File: src/rtl/psum_acc_seq.sv
// Sequencer that pops column partial sums from the systolic-array OFIFO and feeds
// them to the SFU accumulator, walking every entry once per pass for n_pass passes.
module psum_acc_seq #(
  parameter int psum_bw     = 16,
  parameter int NUM_ENTRIES = 16,
  parameter int SEL_W       = 4,
  parameter int PASS_W      = 4
) (
  input  logic                      clk,
  input  logic                      reset,
  input  logic                      start,
  input  logic [PASS_W-1:0]         n_pass,
  input  logic                      fifo_valid,
  input  logic [psum_bw-1:0]        fifo_rdata,
  output logic                      fifo_rd,
  output logic signed [psum_bw-1:0] psum_out,
  output logic                      acc,
  output logic [SEL_W-1:0]          sel_line,
  output logic                      first_pass,
  output logic                      busy,
  output logic                      done,
  output logic [1:0]                dbg_state
);

  typedef enum logic [1:0] {
    S_IDLE  = 2'd0,
    S_RUN   = 2'd1,
    S_FLUSH = 2'd2,
    S_DONE  = 2'd3
  } state_t;

  localparam logic [SEL_W-1:0] LAST_ENTRY = SEL_W'(NUM_ENTRIES - 1);

  state_t              state;
  logic [SEL_W-1:0]    entry_cnt;
  logic [PASS_W-1:0]   pass_cnt;
  logic [PASS_W-1:0]   n_pass_q;
  logic                flush_cnt;

  logic                pop_d;
  logic [SEL_W-1:0]    pop_sel;
  logic                pop_first;

  // Handshake: a word is popped in every RUN cycle where fifo_valid is high
  // (fifo_rd && fifo_valid); its data appears on fifo_rdata one cycle later.
  assign fifo_rd   = (state == S_RUN) && fifo_valid;
  assign dbg_state = state;

  always_ff @(posedge clk or negedge reset) begin
    if (!reset) begin
      state     <= S_IDLE;
      entry_cnt <= '0;
      pass_cnt  <= '0;
      n_pass_q  <= '0;
      flush_cnt <= 1'b0;
      busy      <= 1'b0;
      done      <= 1'b0;
    end else begin
      done <= 1'b0;
      case (state)
        S_IDLE: begin
          if (start) begin
            n_pass_q  <= n_pass;
            entry_cnt <= '0;
            pass_cnt  <= '0;
            if (n_pass != '0) begin
              state <= S_RUN;
              busy  <= 1'b1;
            end else begin
              state <= S_DONE;
              done  <= 1'b1;
            end
          end
        end
        S_RUN: begin
          if (fifo_rd) begin
            if (entry_cnt == LAST_ENTRY) begin
              entry_cnt <= '0;
              if (pass_cnt == n_pass_q - PASS_W'(1)) begin
                state     <= S_FLUSH;
                flush_cnt <= 1'b0;
              end else begin
                pass_cnt <= pass_cnt + PASS_W'(1);
              end
            end else begin
              entry_cnt <= entry_cnt + SEL_W'(1);
            end
          end
        end
        S_FLUSH: begin
          // Two cycles let the final pop travel through both pipeline stages.
          if (flush_cnt) begin
            state <= S_DONE;
            busy  <= 1'b0;
            done  <= 1'b1;
          end else begin
            flush_cnt <= 1'b1;
          end
        end
        S_DONE: state <= S_IDLE;
        default: state <= S_IDLE;
      endcase
    end
  end

  // Stage 1 remembers which entry/pass a pop belonged to while its data is in flight.
  always_ff @(posedge clk or negedge reset) begin
    if (!reset) begin
      pop_d      <= 1'b0;
      pop_sel    <= '0;
      pop_first  <= 1'b0;
      acc        <= 1'b0;
      psum_out   <= '0;
      sel_line   <= '0;
      first_pass <= 1'b0;
    end else begin
      pop_d <= fifo_rd;
      if (fifo_rd) begin
        pop_sel   <= entry_cnt;
        pop_first <= (pass_cnt == '0);
      end
      acc        <= pop_d;
      first_pass <= pop_d & pop_first;
      if (pop_d) begin
        psum_out <= fifo_rdata;
        sel_line <= pop_sel;
      end
    end
  end

endmodule

File: config.mk
export PLATFORM = sky130hd
export DESIGN_NAME = psum_acc_seq
export DESIGN_NICKNAME = d
export VERILOG_FILES = /design/src/rtl/psum_acc_seq.sv
export SDC_FILE = /design/constraint.sdc
export NUM_CORES = 1
export LEC_CHECK = 0
export ABC_AREA = 1
export BUFFER_PORTS_ARGS = -buffer_cell sky130_fd_sc_hd__buf_2
export CORE_UTILIZATION = 35
export CTS_CLUSTER_DIAMETER = 150
export DETAILED_ROUTE_END_ITERATION = 8
export PLACE_DENSITY = 0.59
export SLEW_MARGIN = 20
export SYNTH_ARGS = -nofsm -noshare
export SYNTH_HDL_FRONTEND = slang
export SYNTH_SLANG_ARGS = --single-unit
File: constraint.sdc
create_clock -name clk -period 3.05 [get_ports clk]
set_clock_uncertainty 0.1 [all_clocks]
set_input_delay 0.1525 -clock clk [delete_from_list [all_inputs] [get_ports clk]]
set_output_delay 0.1525 -clock clk [all_outputs]
set_load 0.01 [all_outputs]
Word level (Yosys, flattened, before mapping)
Cells that the tools add are included.
{"block": "word_totals", "reg_bits": 45, "out_inout_bits": 27, "elab_cells": 70}
{"block": "classes", "n_addsub": 3, "eq_ne": 12, "n_mux": 27, "bitwise": 1, "n_reduce_logical": 13}
{"cell": "2-to-1 mux 4 bit", "n": 6}
{"cell": "one-hot mux 4 bit (2 select lines)", "n": 2}
{"cell": "2-to-1 mux 2 bit", "n": 6}
{"cell": "inequality test 2 bit, second input constant", "n": 5}
{"cell": "AND reduction 5 bit", "n": 2}
{"cell": "2-to-1 mux 1 bit", "n": 9}
{"cell": "adder 4 x 1 -> 4 bit, second input constant", "n": 2}
{"cell": "one-hot mux 2 bit (4 select lines)", "n": 1}
{"cell": "AND reduction 4 bit", "n": 2}
{"cell": "one-hot mux 1 bit (2 select lines)", "n": 3}
{"cell": "nonzero test 2 bit", "n": 3}
{"cell": "equality test 2 bit, second input constant", "n": 2}
{"cell": "equality test 4 bit", "n": 1}
{"cell": "equality test 4 bit, second input constant", "n": 1}
{"cell": "logical NOT 4 bit", "n": 1}
{"cell": "inequality test 2 x 1 -> 1 bit, second input constant", "n": 2}
{"cell": "nonzero test 4 bit", "n": 1}
{"cell": "subtractor 4 x 1 -> 4 bit, second input constant", "n": 1}
{"cell": "AND reduction 3 bit", "n": 1}
{"cell": "equality test 2 x 1 -> 1 bit, second input constant", "n": 1}
{"cell": "logical NOT 2 bit", "n": 1}
{"cell": "AND reduction 2 bit", "n": 1}
{"cell": "AND 1 bit", "n": 1}
{"cell": "logical AND 1 bit", "n": 1}

Longest topological paths before layout
{"block": "logic_depth", "ltp_word": 6, "depth_mapped": 12, "mapped_depth_nobuf": 12}

Least setup slack after synthesis
Ideal clock, no wire load.
{"block": "synth_path", "path_type": "reg2reg", "from": "reg n_pass_q[0]", "to": "reg state[1] (netlist: dbg_state[1])", "setup_time_ns": 0.117, "arrival_ns": 1.368, "t_required_ns": 2.833, "path_slack_ns": 1.465, "path_stages_with_launch": 13, "synth_period_minus_slack_ns": 1.585, "path_cell_list": "dfrtp_1 -> inv_2 -> ha_1 -> nand2_1 -> inv_1 -> nor2_1 -> nand2_1 -> nor2_2 -> nand2_1 -> nand2_2 -> nand3_2 -> nand2_1 -> nand2_1"}
{"block": "synth_via", "elab_chain_len": 4}
{"item": "start: declaration", "line": "37", "source": "logic [PASS_W-1:0] n_pass_q;"}
{"item": "start signal: assignment", "line": "63", "source": "n_pass_q <= n_pass;"}
{"item": "subtractor 4 x 1 -> 4 bit", "line": "79", "source": "if (pass_cnt == n_pass_q - PASS_W'(1)) begin"}
{"item": "equality test 4 bit", "line": "79"}
{"item": "inequality test 2 x 1 -> 1 bit (no source line)"}
{"item": "AND reduction 5 bit (no source line)"}
{"item": "end signal: assignment", "line": "80", "source": "state <= S_FLUSH;"}
{"item": "end signal: assignment", "line": "93", "source": "state <= S_DONE;"}
{"item": "end signal: assignment", "line": "100", "source": "S_DONE: state <= S_IDLE;"}
{"item": "end: declaration", "line": "34", "source": "state_t state;"}
Every way passes these cells.
A chain may end at the register's enable or synchronous reset.

Worst setup path after layout
{"block": "layout_path", "from": "reg state[1] (netlist: dbg_state[1])", "to": "out fifo_rd"}
{"block": "layout_via", "elab_chain_len": 2}
{"item": "start signal: assignment", "line": "51", "source": "state <= S_IDLE;"}
{"item": "start signal: assignment", "line": "67", "source": "state <= S_RUN;"}
{"item": "start signal: assignment", "line": "70", "source": "state <= S_DONE;"}
{"item": "equality test 2 x 1 -> 1 bit", "line": "46", "source": "assign fifo_rd = (state == S_RUN) && fifo_valid;"}
{"item": "logical AND 1 bit", "line": "46"}
{"item": "end: declaration", "line": "15", "source": "output logic fifo_rd,"}
Every way passes these cells.

==> results.py <==
metrics = {
    "yosys": {
        "synth_simple_gate_area_share": 0.199,
        "synth_edf_count": 0,
        "synth_area_per_cell_um2": 9.77,
        "synth_cell_types": 25,
        "synth-main-ff-cell": "dfrtp_1",
        "syn_area_um2": 2120,
        "synthMuxAreaShare": 0.106,
        "synth_compound_area_frac": 0.0549,
        "ys_ff_latch": 45,
        "async_flop_share": 1.00,
        "synth_top_family_by_area": "simple AND/OR/NAND/NOR gates",
        "ys_warn_count": 0,
        "synth_xor_area_frac": 0.00826,
        "syn_nets": 248,
        "ys_seq_area_frac": 0.531,
        "synth_fa_ha_area_frac": 0.0413,
        "syn_inst": 217,
    },
    "detailed_routing": {
        "drt_iter0_markers": 42,
        "wl_per_cell_um": 11.2,
        "remaining_drc_errors": 0,
        "wl_met2_mm": 1.89,
        "highest-signal-layer": "met4",
        "vias": 1657,
        "drt_first_pass_iters": 4,
        "drtAntennaViolNets": 0,
        "met3_length_um": 241,
        "vias_per_cell": 4.59,
        "wirelength_mm": 4.06,
        "wl_met1_mm": 1.91,
    },
    "power": {
        "powerDensity_nw_per_um2": 929,
        "finalPower_w": 0.00253,
        "vdd_ir_drop_max_mv": 0.416,
        "leakage_nw": 1.40,
    },
    "clock_tree": {
        "cts_tree": "built",
        "clkLatencyLatePin_ns": 0.29,
        "clk_pin_slew_ns": 0.09,
        "cts_sinks": 45,
        "cts_buffer_depth": 2,
        "cts_resized": 0,
        "cts-buffers-inserted": 5,
        "cts-root-buf": "clkbuf_8",
        "cts_max_level": 2,
    },
    "floorplan": {
        "dieArea_um2": 6370,
        "core_um2": 5680,
        "rows": 27,
        "dieWidth_um": 79.8,
        "ios": 51,
        "die_h_um": 79.8,
        "start_util": 0.374,
    },
    "finish": {
        "final_common_cell": "nand2_1",
        "syn_to_final_growth_pct": 28.3,
        "multi_input_area_um2": 870,
        "mostFrequentLayoutCells": "53 x nand2_1, 49 x buf_2, 45 x dfrtp_1",
        "n_antenna_cell": 0,
        "ff_latch_area_um2": 1130,
        "fillCellCount": 507,
        "drive_gt1_frac": 0.322,
        "nets": 319,
    },
    "sta": {
        "maxSlewHeadroom": 0.436,
        "fin_crit_ns": 1.91,
        "tightestPinTransition_ns": 0.846,
        "fin_crit_sh": 0.627,
        "max_freq_mhz": 523,
        "rsz0062_at_grt": "false",
        "holdWs_ns": 0.0165,
        "fin_setup_tns_ns": 0,
        "setup_slack_ns": 1.14,
        "finalMaxSlewViolations": 0,
        "final-setup-viol-count": 0,
        "hold_viol": 0,
    },
    "job": {
        "maxCapViolations": 0,
    },
    "global_routing": {
        "grt_pass1_wl_mm": 6.53,
        "overflow": 0,
        "grt_pass1_vias": 1548,
        "grt_max_degree": 46,
        "antenna_found_initial": 0,
        "grt_usage": 0.133,
    },
    "critical_path": {
        "critPathArrivalTime_ns": 1.66,
        "path_cells": "inv_1 -> ha_1 -> nand2_2 -> inv_2 -> buf_2",
        "cp-end-kind": "primary output",
        "crit_path_start_kind": "flop",
        "crit_required_ns": 2.80,
        "r2r_cells": 12,
        "max_stage_delay_ns": 0.41,
        "path_class": "flop to primary output",
        "critical_path.max_fanout": 10,
        "cpMaxStageDelayCell": "dfrtp_1",
    },
    "status": {
        "outcome": "finished, final reports clean",
    },
    "place": {
        "place_hpwl_mm": 2.71,
        "gp_congestion": 0.792,
        "dp_slack_ns": 1.32,
        "numPortBuffers": 50,
    },
    "worst_hold_path": {
        "hp-class": "primary input to flop",
        "whs_path_depth": 3,
    },
}
[per-stage QoR]
step,instances,util,instance area [um^2]
6_report,361,0.479,2720
5_1_grt,361,0.479,2720
4_1_cts,360,0.477,2710
3_5_place_dp,336,0.429,2440
3_3_place_gp,336,0.429,2440
2_1_floorplan,217,-,2120
[routing by layer]
| metal | vias to the layer above | global-route usage |
|---|---|---|
| met5 | - | 0 |
| met2 | 48 | 0.234 |
| met1 | 755 | 0.157 |
| met4 | 0 | 0.0375 |
| li1 | 848 | - |
| met3 | 6 | 0.0389 |
[flip-flops by register name (all words and copies together) (netlist names)]
register and count:
sel_line 4, pop_first 1, first_pass 1, entry_cnt 4, dbg_state 2, pop_d 1, pass_cnt 4, pop_sel 4
busy 1, psum_out 16, done 1, acc 1, flush_cnt 1, n_pass_q 4
[critical path, delay by kind of cell, from the launching register on]
| family | cells | cell delay, ns |
|---|---|---|
| buffers and inverters | 3 | 0.39 |
| flip-flops | 1 | 0.41 |
| AND/OR/NAND/NOR | 1 | 0.20 |
| adder cells (fa/ha/maj) | 1 | 0.37 |
[repair_timing]
action                                 in CTS  in global routing
hold buffers                               16                  1
setup buffers                               0                  0
endpoints found under the hold margin      60                  1
[final timing paths]
check / start / slack (ns) / to
worst max-delay path: dbg_state[1] / 1.14 / fifo_rd
worst min-delay path: n_pass[1] / 0.02 / n_pass_q[1]
worst max register to register: n_pass_q[0] / 1.28 / dbg_state[0]
worst min register to register: pop_first / 0.37 / first_pass
max in group asynchronous: reset / 2.17 / busy
min in group asynchronous: reset / 0.30 / acc
[synthesized netlist by cell type (2+ instances only)]
cell	instances	area share
buf_2	2	0.0047
nand2_1	53	0.094
mux2_2	20	0.11
dfrtp_1	45	0.53
inv_2	6	0.011
a21oi_1	5	0.012
nand4_1	7	0.021
o21ai_0	11	0.026
nor2_1	13	0.023
ha_1	7	0.041
nand3_2	3	0.014
nand2_2	2	0.0059
inv_1	21	0.037
nand3_1	11	0.026
[report_power, final]
group,internal [W],switching [W]
combinational,0.000474,0.000595
clock,0.000246,0.000200
sequential,0.000838,0.000175
total,0.00156,0.000970
[area by class of cell]
cell class                 instances  area share
multi-input combinational        142       0.320
inverter                          27      0.0372
clock inverter                     2      0.0143
sequential                        45       0.414
clock buffer                       6      0.0267
tap                               72      0.0331
timing repair buffer              67       0.155
[logic make-up (layout without fill, tap and decap cells)]
| logic type | Yosys count | count (layout) |
|---|---|---|
| buffers and inverters | 30 | 102 |
| adders and majority gates | 7 | 7 |
| muxes | 20 | 20 |
| AOI/OAI and AO/OA | 20 | 20 |
| DFF | 45 | 45 |
| xor gates and xnor gates | 2 | 2 |
| and+or+nand+nor | 93 | 93 |
No activity file was read; power rests on OpenSTA's default activity.
